$ cat src/rtl/fifo_drain_pkg.sv
// -----------------------------------------------------------------------------
// fifo_drain_pkg
// Shared definitions for the FIFO read-side drain controller.
//   drain_state_e : controller state encoding (IDLE / RUN / FULL)
//   SKID_DEPTH    : number of skid-buffer entries; the credit logic assumes 2
// Optional feature macro used by the block: FIFO_DRAIN_CNT_EN (delivered-word
// counter in fifo_drain_ctrl).
// -----------------------------------------------------------------------------
package fifo_drain_pkg;

  localparam int SKID_DEPTH = 2;

  typedef enum logic [1:0] {
    IDLE = 2'd0,
    RUN  = 2'd1,
    FULL = 2'd2
  } drain_state_e;

endpackage

$ cat src/rtl/drain_skid_buf.sv
// -----------------------------------------------------------------------------
// drain_skid_buf
// Two-entry FIFO that absorbs the word still in flight from the upstream FIFO
// when the downstream stage stalls.
// Ports:
//   clk     in   clock, posedge
//   reset   in   asynchronous active-low reset, clears contents and pointers
//   wr_i    in   write strobe, data_i captured this edge
//   rd_i    in   read (dequeue) strobe, advances the head
//   data_i  in   write data
//   data_o  out  head entry (oldest word)
//   occ_o   out  number of valid entries (0..2)
// A write while full is dropped unless a read happens on the same edge.
// -----------------------------------------------------------------------------
module drain_skid_buf
  import fifo_drain_pkg::*;
#(
  parameter int BUS_SIZE = 5,
  parameter int DEPTH    = SKID_DEPTH
) (
  input  logic                clk,
  input  logic                reset,
  input  logic                wr_i,
  input  logic                rd_i,
  input  logic [BUS_SIZE-1:0] data_i,
  output logic [BUS_SIZE-1:0] data_o,
  output logic [1:0]          occ_o
);

  logic [BUS_SIZE-1:0] mem_q [DEPTH];
  logic                head_q, head_d;
  logic [1:0]          occ_q, occ_d;
  logic                rd_ok, wr_ok, tail;

  always_comb begin
    rd_ok  = rd_i && (occ_q != 2'd0);
    // When full, a write is only legal if the head slot is freed the same edge.
    wr_ok  = wr_i && ((occ_q != 2'd2) || rd_ok);
    // Tail = head + occupancy (mod 2); with occ=2 it lands on the slot being read.
    tail   = head_q ^ occ_q[0];
    head_d = head_q ^ rd_ok;
    occ_d  = occ_q;
    case ({wr_ok, rd_ok})
      2'b10:   occ_d = occ_q + 2'd1;
      2'b01:   occ_d = occ_q - 2'd1;
      default: occ_d = occ_q;
    endcase
  end

  always_ff @(posedge clk or negedge reset) begin
    if (!reset) begin
      head_q <= 1'b0;
      occ_q  <= 2'd0;
      for (int i = 0; i < DEPTH; i++) begin
        mem_q[i] <= '0;
      end
    end else begin
      head_q <= head_d;
      occ_q  <= occ_d;
      if (wr_ok) begin
        mem_q[tail] <= data_i;
      end
    end
  end

  assign data_o = mem_q[head_q];
  assign occ_o  = occ_q;

endmodule

$ cat src/rtl/fifo_drain_ctrl.sv
// -----------------------------------------------------------------------------
// fifo_drain_ctrl
// Read-side controller for the synchronous FIFO. Pops while credit allows,
// captures the FIFO's 1-cycle-latency read data into a 2-entry skid buffer and
// forwards words downstream over valid/ready without loss under backpressure.
// Ports:
//   clk         in   clock, posedge
//   reset       in   asynchronous active-low reset; discards buffered words
//   fifo_empty  in   FIFO empty flag
//   fifo_data   in   FIFO data_out
//   fifo_valid  in   FIFO valid_out (cycle after an accepted pop)
//   pop         out  read strobe to the FIFO
//   out_data    out  downstream data (skid head)
//   out_valid   out  downstream valid
//   out_ready   in   downstream ready
//   busy        out  high while a word is in flight or buffered
//   word_count  out  delivered-word count, wraps (only with FIFO_DRAIN_CNT_EN)
// Optional feature: define FIFO_DRAIN_CNT_EN to add the word_count port and
// counter (parameter CNT_WIDTH).
// -----------------------------------------------------------------------------
module fifo_drain_ctrl
  import fifo_drain_pkg::*;
#(
  parameter int BUS_SIZE   = 5,
  parameter int SKID_DEPTH = fifo_drain_pkg::SKID_DEPTH
`ifdef FIFO_DRAIN_CNT_EN
  ,
  parameter int CNT_WIDTH  = 8
`endif
) (
  input  logic                 clk,
  input  logic                 reset,
  input  logic                 fifo_empty,
  input  logic [BUS_SIZE-1:0]  fifo_data,
  input  logic                 fifo_valid,
  output logic                 pop,
  output logic [BUS_SIZE-1:0]  out_data,
  output logic                 out_valid,
  input  logic                 out_ready,
  output logic                 busy
`ifdef FIFO_DRAIN_CNT_EN
  ,
  output logic [CNT_WIDTH-1:0] word_count
`endif
);

  drain_state_e state_q, state_d;
  logic         inflight_q;
  logic [1:0]   occ;
  logic         deq;
  logic         skid_wr;
  logic [2:0]   credit_use;

  drain_skid_buf #(
    .BUS_SIZE (BUS_SIZE),
    .DEPTH    (SKID_DEPTH)
  ) u_skid (
    .clk    (clk),
    .reset  (reset),
    .wr_i   (skid_wr),
    .rd_i   (deq),
    .data_i (fifo_data),
    .data_o (out_data),
    .occ_o  (occ)
  );

  assign out_valid = (occ != 2'd0);
  assign deq       = out_valid & out_ready;
  // Only data answering one of our own pops is accepted; stray valids are dropped.
  assign skid_wr   = fifo_valid & inflight_q;
  // Entries committed after this edge: buffered + in flight - leaving now.
  // deq implies occ>0, so this never underflows.
  assign credit_use = {1'b0, occ} + {2'b00, inflight_q} - {2'b00, deq};
  // Gated by reset so no read strobe reaches the FIFO while we are held in reset.
  assign pop = reset && !fifo_empty && (credit_use < 3'd2);
  assign busy = (state_q != IDLE);

  always_comb begin
    state_d = state_q;
    case (state_q)
      IDLE: begin
        if (pop) state_d = RUN;
      end
      RUN: begin
        if (occ == 2'd2) begin
          state_d = FULL;
        end else if ((occ == 2'd0) && !inflight_q && fifo_empty) begin
          state_d = IDLE;
        end
      end
      FULL: begin
        if (deq) state_d = RUN;
      end
      default: state_d = IDLE;
    endcase
  end

  always_ff @(posedge clk or negedge reset) begin
    if (!reset) begin
      state_q    <= IDLE;
      inflight_q <= 1'b0;
    end else begin
      state_q    <= state_d;
      inflight_q <= pop;
    end
  end

`ifdef FIFO_DRAIN_CNT_EN
  logic [CNT_WIDTH-1:0] word_count_q;

  always_ff @(posedge clk or negedge reset) begin
    if (!reset) begin
      word_count_q <= '0;
    end else if (deq) begin
      word_count_q <= word_count_q + 1'b1;
    end
  end

  assign word_count = word_count_q;
`endif

endmodule
$ cat config.mk
export PLATFORM = sky130hd
export DESIGN_NAME = fifo_drain_ctrl
export DESIGN_NICKNAME = d
export VERILOG_FILES = /design/src/rtl/fifo_drain_pkg.sv /design/src/rtl/drain_skid_buf.sv /design/src/rtl/fifo_drain_ctrl.sv
export SDC_FILE = /design/constraint.sdc
export NUM_CORES = 1
export LEC_CHECK = 0
export CAP_MARGIN = 0
export CORE_MARGIN = 8
export CORE_UTILIZATION = 51
export CTS_CLUSTER_DIAMETER = 150
export CTS_CLUSTER_SIZE = 20
export DETAILED_ROUTE_END_ITERATION = 10
export PLACE_DENSITY_LB_ADDON = 0.15
export SYNTH_ARGS = -nofsm -noshare
export SYNTH_HDL_FRONTEND = slang
export SYNTH_SLANG_ARGS = --single-unit
export TNS_END_PERCENT = 100
$ cat constraint.sdc
create_clock -name clk -period 2.79 [get_ports clk]
set_input_delay 0.558 -clock clk [delete_from_list [all_inputs] [get_ports clk]]
set_output_delay 0.558 -clock clk [all_outputs]
set_load 0.005 [all_outputs]
==> Word level (Yosys, flattened, before mapping) <==
Cells that the tools add are included.
Widths: inputs -> output; s select.
{ "classes": {"n_addsub": 4, "n_lt_le_gt_ge": 4, "n_eq_ne": 9, "muxes": 12, "n_bitwise": 6, "reduce_logical": 16} }
{ "ops": {"columns": ["cell", "n"], "rows": [
  ["$mux 5", 4],
  ["$bwmux 10", 1],
  ["$mux 2", 4],
  ["$logic_and 1x1->1", 7],
  ["$eq 2x2->1 const B", 3],
  ["$ne 2x2->1 const B", 3],
  ["$pmux 2 s3", 1],
  ["$reduce_bool 2->1", 3],
  ["$demux 5 s1", 1],
  ["$eq 2x1->1 const B", 2],
  ["$ge 2x2->1 const B", 2],
  ["$logic_not 2->1", 2],
  ["$not 1->2", 2],
  ["$pmux 2 s2", 1],
  ["$add 2x1->3", 1],
  ["$lt 3x2->1 const B", 1],
  ["$ne 3x3->1 const B", 1],
  ["$reduce_and 3->1", 1],
  ["$sub 3x1->3", 1],
  ["$add 2x1->2 const B", 1],
  ["$and 1x1->1", 2],
  ["$logic_not 1->1", 2],
  ["$lt 2x1->1 const B", 1],
  ["$sub 2x1->2 const B", 1],
  ["other kinds (2)", 3]
]} }
{ "totals": {"register_bits": 16, "elab_cells": 57} }

==> Depth between registers and ports, before layout <==
Gate-level depths: netlist of run 1.
{ "depth": {"word_depth": 7, "ltp_mapped": 10, "mapped_depth_nobuf": 9} }

==> Cells and area by module <==
Synthesis of run 1 repeated with hierarchy kept, for this count alone.
{ "unflattened": {"hier_cells": 115, "hier_area_um2": 1089.8} }
{ "modules_own_cells": {"columns": ["mod", "n_inst", "cells_each", "area_each_um2", "seq_area_each_um2"], "rows": [
  ["drain_skid_buf", 1, 92, 864.6, 325.3],
  ["fifo_drain_ctrl", 1, 23, 225.2, 75.1]
]} }

==> Worst setup path before layout of run 1 <==
OpenSTA, ideal clock, no wires.
{ "synth_timing": {"path_kind": "register to output", "from": "reg u_skid.occ_q[1], in the netlist u_skid.occ_o[1]", "to": "out pop", "arrival_time_ps": 2124, "required_ps": 2232, "path_slack_ps": 108, "path_stages_with_launch": 10, "path_cell_list": "dfrtp_1 -> buf_6 -> or2_1 -> nand2_1 -> inv_1 -> ha_1 -> nand2b_1 -> fa_1 -> xor2_1 -> nor3_1"} }
{ "synth_between": {"elab_chain_cells": 5} }
{ "synth_rtl": {"columns": ["item", "line_no", "rtl"], "rows": [
  ["start, declared", "drain_skid_buf.sv:32", "logic [1:0] occ_q, occ_d;"],
  ["start signal, assigned", "drain_skid_buf.sv:53", "occ_q <= 2'd0;"],
  ["start signal, assigned", "drain_skid_buf.sv:59", "occ_q <= occ_d;"],
  ["$reduce_bool 2->1", "fifo_drain_ctrl.sv:67", "assign out_valid = (occ != 2'd0);"],
  ["net out_valid", "fifo_drain_ctrl.sv:38", "output logic out_valid,"],
  ["$and 1x1->1", "fifo_drain_ctrl.sv:68", "assign deq = out_valid & out_ready;"],
  ["$sub 3x1->3", "fifo_drain_ctrl.sv:73", "assign credit_use = {1'b0, occ} + {2'b00, inflight_q} - {2'b00, deq};"],
  ["$lt 3x2->1", "fifo_drain_ctrl.sv:75", "assign pop = reset && !fifo_empty && (credit_use < 3'd2);"],
  ["$logic_and 1x1->1", "fifo_drain_ctrl.sv:75", null],
  ["end, declared", "fifo_drain_ctrl.sv:36", "output logic pop,"]
]} }
The timed path passes the listed nets, and every way through them passes these cells.

==> Final worst setup path of run 1 <==
{ "layout_timing": {"from": "reg u_skid.occ_q[0], in the netlist u_skid.occ_o[0]", "to": "out pop"} }
{ "layout_between": {"elab_chain_cells": 5} }
{ "layout_rtl": {"columns": ["item", "line_no"], "rows": [
  ["branches (longest 2 deep; another with $add 2x1->3)", null],
  ["$sub 3x1->3 *", "fifo_drain_ctrl.sv:73"],
  ["$lt 3x2->1 *", "fifo_drain_ctrl.sv:75"],
  ["$logic_and 1x1->1 *", "fifo_drain_ctrl.sv:75"]
]} }
Every way passes the cells marked *.

==> summary.md, run 1 <==
| Metric | Value |
|---|---|
| Root buf cell | `clkbuf_4` |
| Vias in the first global route | `1108` |
| Area taken by multi-input logic gates | `637 um2` |
| First-pass GRT wire length | `5380 um` |
| Vias per cell | `6.23` |
| Reg area | `400 um2` |
| Mapped Area | `0.00104 mm2` |
| Clock Power Share | `0.105` |
| Number of synthesized register bits | `16` |
| Mapped Nets | `123` |
| Initial antenna violation count | `0` |
| Max Clock Freq | `345 MHz` |
| Crit. End Element | `output port` |
| Placed wire-length estimate | `1940 um` |
| Layout cell share with drive strength beyond 1 | `0.325` |
| Num CTS Buffers | `3` |
| Final global-route overflow total | `0` |
| Die Y | `61.2 um` |
| Synth area leaders | `dfrtp_1 (38%), nand3_1 (9.6%), a22oi_1 (7.2%)` |
| Antenna-violating nets left | `0` |
| Synth top area share | `0.384` |
| Comb pwr share | `0.645` |
| Worst Path Max Fanout | `2` |
| Worst slew pin tran | `0.777 ns` |
| Slowest CP cell | `fa_1` |
| DP Worst Slack | `-0.720 ns` |
| Area grow syn2layout | `44.2%` |
| Pwr Density | `1020 mW/mm2` |
| Failing checks | `setup timing` |
| Crit path largest cell delay | `0.50 ns` |
| Max Cap Violations | `0` |
| Synth area leader | `dfrtp_1` |
| Synth top cells by count | `nand3_1 (20), dfrtp_1 (16), a22oi_1 (10), o211ai_1 (10), nand2_1 (6)` |
| H-tree levels | `1` |
| Boundary Pins | `18` |
| Endpoints failing setup | `1` |
| Netlist cell types | `29` |
| I/O Buffers | `17` |
| Placed Area | `0.00129 mm2` |
| DR DRC count | `0` |
| DRT Pass-1 Iters | `4` |
| # fillers | `135` |
| Hold_ws | `0.536 ns` |
| Final Cell Area | `0.00151 mm2` |
| Switching part of the total | `0.408` |
| Placer Congestion | `0.838` |
| Period Utilization, post-route | `1.04` |
| Worst endpoint required time | `2.23 ns` |
| Int Power | `0.908 mW` |
| FFs w/ async S/R, synth | `1.00` |
| Status | `finished with violations` |
| Syn Inst Count | `110` |
| Total track usage | `0.199` |
| Rows | `16` |
| Vias | `1127` |
| VDD IR max | `985 uV` |
| Sw power | `0.626 mW` |
| Nets | `168` |
| Top-count cell post-synth | `nand3_1` |
| Diode count | `0` |
| Crit Path Category | `reg -> out` |
| Lkg Pwr | `0.631 nW` |
| 1st-iter DRT viols | `73` |
| Final slew viol count | `0` |
| Post-Syn Area per Cell | `9.49 um2` |
| Critical path cell sequence | `or2_4, nand2_4, inv_4, ha_4, nand2b_4, fa_1, nand2_2, nor3_2, buf_2` |
| Core ar. | `0.00194 mm2` |
| Clock tree buffer depth | `2` |
| Clock transition at path regs | `0.10 ns` |
| # hold bufs at CTS | `0` |
| Ys flop type | `dfrtp_1` |
| Post-synth EDFFs | `0` |
| CTS tree | `yes` |
| Hold Fails Final Rpt | `0` |
| Final WL | `3560 um` |
| Crit path DAT | `2.34 ns` |
| Largest net degree at the start of global routing | `17` |
| Slew headroom | `0.481` |
| Initial Util | `0.537` |
| Sequential share of power | `0.250` |
| Worst skew pair latency | `0.31 ns` |
| Worst hold-check path type | `reg -> reg` |
| Critical path startpoint category | `flop` |
| RSZ-0062 raised after global routing | `true` |
| Sequential fraction of the synthesis area | `0.384` |
| Skew final | `0.00772 ns` |
| DR WL/cell | `19.6 um` |
| Die area | `0.00375 mm2` |
| Chip Width | `61.2 um` |
| Final worst slack | `-0.107 ns` |
| Yosys warning count | `0` |
| Minimum clock period | `2.90 ns` |
| Clock sinks | `16` |
==> final timing paths <==
path,start,to,slack (ns),cells after the start
worst min-delay path,state_q[1],state_q[0],0.54,1
worst max register to register,u_skid.occ_o[0],u_skid.head_q,0.08,18
worst max-delay path,u_skid.occ_o[0],pop,-0.11,9
max in group asynchronous,reset,u_skid.head_q,1.94,2
worst min register to register,state_q[1],state_q[0],0.54,1
min in group asynchronous,reset,state_q[0],0.66,2
==> per-layer routing <==
layer	track usage	vias to the layer above	wire, um	part of all wire
li1	-	502	-	-
met5	0	-	0	0
met2	0.322	67	1820	0.51
met1	0.218	546	1320	0.37
met4	0.140	0	112	0.031
met3	0.0564	12	305	0.086
==> sequential cells by signal, indices dropped and copies added, names as in the netlist <==
signal,flops
inflight_q,1
u_skid.occ_o,2
u_skid.mem_q,10
u_skid.head_q,1
state_q,2
==> logic make-up (layout without fill, tap and decap cells) <==
| kind of cell | after synthesis | after routing | share of synthesized area |
|---|---|---|---|
| compound gates | 25 | 25 | 0.191 |
| xor+xnor | 5 | 5 | 0.0420 |
| fa+ha+maj | 3 | 3 | 0.0432 |
| buf+inv | 9 | 53 | 0.0420 |
| flops | 16 | 16 | 0.384 |
| mux | 5 | 5 | 0.0540 |
| simple gates | 47 | 47 | 0.245 |
==> per-stage QoR <==
stage	util	cells	TNS [ns]	power, mW
5_1_grt	0.775	181	-0.158	1.62
6_report	0.775	181	-0.107	1.53
2_1_floorplan	-	110	0	0.865
3_3_place_gp	0.664	158	-0.642	1.09
3_5_place_dp	0.664	158	-0.730	1.12
4_1_cts	0.764	180	-0.0426	1.41
==> critical path: cells and delay by family, from the launching register on <==
kind / cells / cell delay [ns]
AND/OR/NAND/NOR: 5 / 0.75
adder cells (fa/ha/maj): 2 / 0.70
flip-flops: 1 / 0.40
buffers and inverters: 2 / 0.18
==> power by group through the flow <==
stage / clock, mW / combinational (mW) / sequential [mW]
6_report: 0.161 / 0.989 / 0.383
5_1_grt: 0.171 / 1.05 / 0.393
4_1_cts: 0.154 / 0.880 / 0.376
3_5_place_dp: 0 / 0.738 / 0.379
3_3_place_gp: 0 / 0.716 / 0.377
2_1_floorplan: 0 / 0.513 / 0.352
==> timing repair <==
| item | in CTS | in global routing |
|---|---|---|
| setup endpoints to repair | 1 | 3 |
| pin swaps | 5 | 4 |
| gates resized for setup | 11 | 5 |
| setup buffers | 18 | 3 |
==> layout by cell type, fill, tap and decap left out, types with 2 or more instances in the layout <==
cell / instances
mux2_2: 5
inv_1: 2
nand3_1: 20
buf_4: 29
nor2_1: 2
dfrtp_1: 16
clkdlybuf4s50_1: 15
nor2b_1: 3
o211ai_1: 10
clkbuf_4: 3
or2_2: 2
and3_1: 5
xnor2_1: 3
xor2_1: 2
nand2_1: 4
a22oi_1: 10
nand2b_1: 3
==> final cells by class <==
| cell class | instances | area share |
|---|---|---|
| multi-input combinational | 85 | 0.423 |
| sequential | 16 | 0.266 |
| timing repair buffer | 46 | 0.255 |
| clock buffer | 4 | 0.0241 |
| tap | 27 | 0.0224 |
| inverter | 3 | 0.00914 |
Power figures use the tool's default switching activity.
==> run 2, diff against run 1 <==
--- a/config.mk
+++ b/config.mk
@@ -11,7 +11,7 @@
 export CTS_CLUSTER_DIAMETER = 150
 export CTS_CLUSTER_SIZE = 20
 export DETAILED_ROUTE_END_ITERATION = 10
-export PLACE_DENSITY_LB_ADDON = 0.15
+export PLACE_DENSITY = 0.77
 export SYNTH_ARGS = -nofsm -noshare
 export SYNTH_HDL_FRONTEND = slang
 export SYNTH_SLANG_ARGS = --single-unit
==> run 2 against run 1 <==
Compared with the run above: the flow still finishes with violations (setup timing); utilization increased by 1.9 points; hold slack improved by 0.022 ns; critical path depth unchanged; setup slack worse by 0.086 ns; count of clock-buffer cells in the layout is the same; routed wire length fell by 4.2%; maximum frequency is 2.9% lower; register-to-register slack worse by 0.19 ns; total power is 3.7% higher; sequential share of layout area decreased by 0.63 points; critical path type unchanged; critical endpoint unchanged.
==> summary.md, run 2 (synthesis results as in run 1) <==
| Metric | Value |
|---|---|
| Vias per cell | `6.15 (-1.3%)` |
| DR WL/cell | `18.7 um (-4.7%)` |
| Final global-route overflow total | `0 (unchanged)` |
| Period Utilization, post-route | `1.07 (+0.0310)` |
| Worst skew pair latency | `0.29 ns (-0.02 ns)` |
| Area taken by multi-input logic gates | `656 um2 (+2.9%)` |
| Sequential share of power | `0.243 (-0.007)` |
| Vias in the first global route | `1061 (-4.2%)` |
| DRT Pass-1 Iters | `4 (unchanged)` |
| Max Clock Freq | `335 MHz (-2.9%)` |
| Cell count after placement | `159 (+0.63%)` |
| Root buf cell | `clkbuf_4` |
| Placed wire-length estimate | `2010 um (+3.4%)` |
| Worst slew pin tran | `0.737 ns (-0.0395 ns)` |
| Worst Path Max Fanout | `2 (unchanged)` |
| Most frequent cells in the layout | `buf_4 (26), nand3_1 (20), dfrtp_1 (16)` |
| Boundary Pins | `18 (unchanged)` |
| Initial Util | `0.537 (unchanged)` |
| Final Cell Area | `0.00154 mm2 (+2.4%)` |
| H-tree levels | `1 (unchanged)` |
| I/O Buffers | `17 (unchanged)` |
| Sw power | `0.632 mW (+0.87%)` |
| Switching part of the total | `0.397 (-0.0110)` |
| Nets | `169 (+0.60%)` |
| Pwr Density | `1030 mW/mm2 (+1.2%)` |
| Comb pwr share | `0.658 (+0.013)` |
| Slew headroom | `0.508 (+0.0264)` |
| Endpoints failing setup | `2 (+1)` |
| Initial antenna violation count | `0 (unchanged)` |
| Final worst slack | `-0.194 ns (-0.0865 ns)` |
| Area grow syn2layout | `47.7%` |
| # hold bufs at CTS | `0 (unchanged)` |
| RSZ-0062 raised after global routing | `true` |
| DR DRC count | `0 (unchanged)` |
| Minimum clock period | `2.98 ns (+0.0865 ns)` |
| Antenna-violating nets left | `0 (unchanged)` |
| First-pass GRT wire length | `5120 um (-4.9%)` |
| Commonest non-fill, non-tap cell in the layout | `buf_4` |
| Placer Congestion | `0.866 (+3.3%)` |
| Final slew viol count | `0 (unchanged)` |
| Clock Power Share | `0.099 (-0.006)` |
| 1st-iter DRT viols | `97 (+33%)` |
| Int Power | `0.958 mW (+5.6%)` |
| Die Y | `61.2 um (unchanged)` |
| Status | `finished with violations` |
| Die area | `0.00375 mm2 (unchanged)` |
| Rows | `16 (unchanged)` |
| Clock tree buffer depth | `2 (unchanged)` |
| Placed Area | `0.00130 mm2 (+0.58%)` |
| Crit. End Element | `output port` |
| Clock sinks | `16 (unchanged)` |
| Failing checks | `setup timing` |
| Core ar. | `0.00194 mm2 (unchanged)` |
| Worst endpoint required time | `2.23 ns (about the same)` |
| VDD IR max | `703 uV (-29%)` |
| Lkg Pwr | `0.650 nW (+3.1%)` |
| Chip Width | `61.2 um (unchanged)` |
| Final WL | `3410 um (-4.2%)` |
| Crit Path Category | `reg -> out` |
| Total track usage | `0.182 (-0.0168)` |
| Critical path startpoint category | `flop` |
| Reg area | `400 um2 (unchanged)` |
| Post-route insts no fill | `182 (+0.55%)` |
| Skew final | `0.00314 ns (-0.00458 ns)` |
| Diode count | `0 (unchanged)` |
| Worst hold-check path type | `reg -> reg` |
| Clock transition at path regs | `0.10 ns (about the same)` |
| Num CTS Buffers | `3 (unchanged)` |
| Max reg flops | `10 (unchanged)` |
| Layout cell share with drive strength beyond 1 | `0.335 (+0.0108)` |
| # fillers | `126 (-6.7%)` |
| Max Cap Violations | `0 (unchanged)` |
| Largest reg by FF count | `u_skid.mem_q` |
| Crit path DAT | `2.43 ns (+0.09 ns)` |
| Hold Fails Final Rpt | `0 (unchanged)` |
| Vias | `1119 (-0.71%)` |
| Largest net degree at the start of global routing | `17 (unchanged)` |
| CTS tree | `yes` |
-- run 2: what timing repair did --
action / in CTS / in global routing
resized for setup: 9 / 11
setup endpoints to repair: 1 / 4
setup buffers: 17 / 8
pin swaps: 5 / 9
-- run 2: power by group through the flow --
stage	registers [mW]	logic [mW]	clock network, mW
final	0.387	1.05	0.157
after global routing	0.398	1.12	0.165
after CTS	0.378	0.889	0.157
after detailed placement	0.381	0.736	0
after global placement	0.376	0.722	0
after floorplan	0.352	0.513	0
-- run 2: worst paths after layout --
kind                       slack [ns]  cells after the start              end             from
max                             -0.19                      9              pop  u_skid.occ_o[1]
max in group asynchronous        1.93                      2  u_skid.occ_o[1]            reset
min in group asynchronous        0.68                      2       state_q[1]            reset
min reg2reg                      0.56                      2  u_skid.mem_q[3]  u_skid.mem_q[3]
min                              0.56                      2  u_skid.mem_q[3]  u_skid.mem_q[3]
max reg2reg                     -0.11                     14       state_q[0]  u_skid.occ_o[1]
-- run 2: layer usage --
layer	routed length (um)	GRT usage	vias up
li1	-	-	502
met1	1400	0.232	541
met2	1720	0.296	66
met3	244	0.0418	10
met4	40	0.0532	0
met5	0	0	-
-- run 2: cell type report --
cell class,count,area share
tap,27,0.0219
inverter,3,0.00731
clock buffer,4,0.0235
sequential,16,0.260
multi-input combinational,85,0.425
timing repair buffer,47,0.262
-- run 2: through the flow --
stage | setup TNS, ns | util | power, mW | hold WS, ns | setup WS, ns
after floorplan | 0 | - | 0.865 | 0.262 | 0.108
after global placement | -0.582 | 0.668 | 1.10 | 0.515 | -0.582
after detailed placement | -0.631 | 0.668 | 1.12 | 0.524 | -0.631
after CTS | -0.0769 | 0.762 | 1.42 | 0.541 | -0.0769
after global routing | -0.473 | 0.794 | 1.68 | 0.583 | -0.271
final | -0.305 | 0.794 | 1.59 | 0.559 | -0.194
-- run 2: worst max-delay path, stage by stage, from the launching register on --
cell and delay (ns):
dfrtp_1 0.39, or2_1 0.25, nand2_2 0.09, inv_2 0.05
ha_4 0.20, nand2b_4 0.14, fa_1 0.57, nand2_2 0.09
nor3_4 0.20, buf_2 0.15
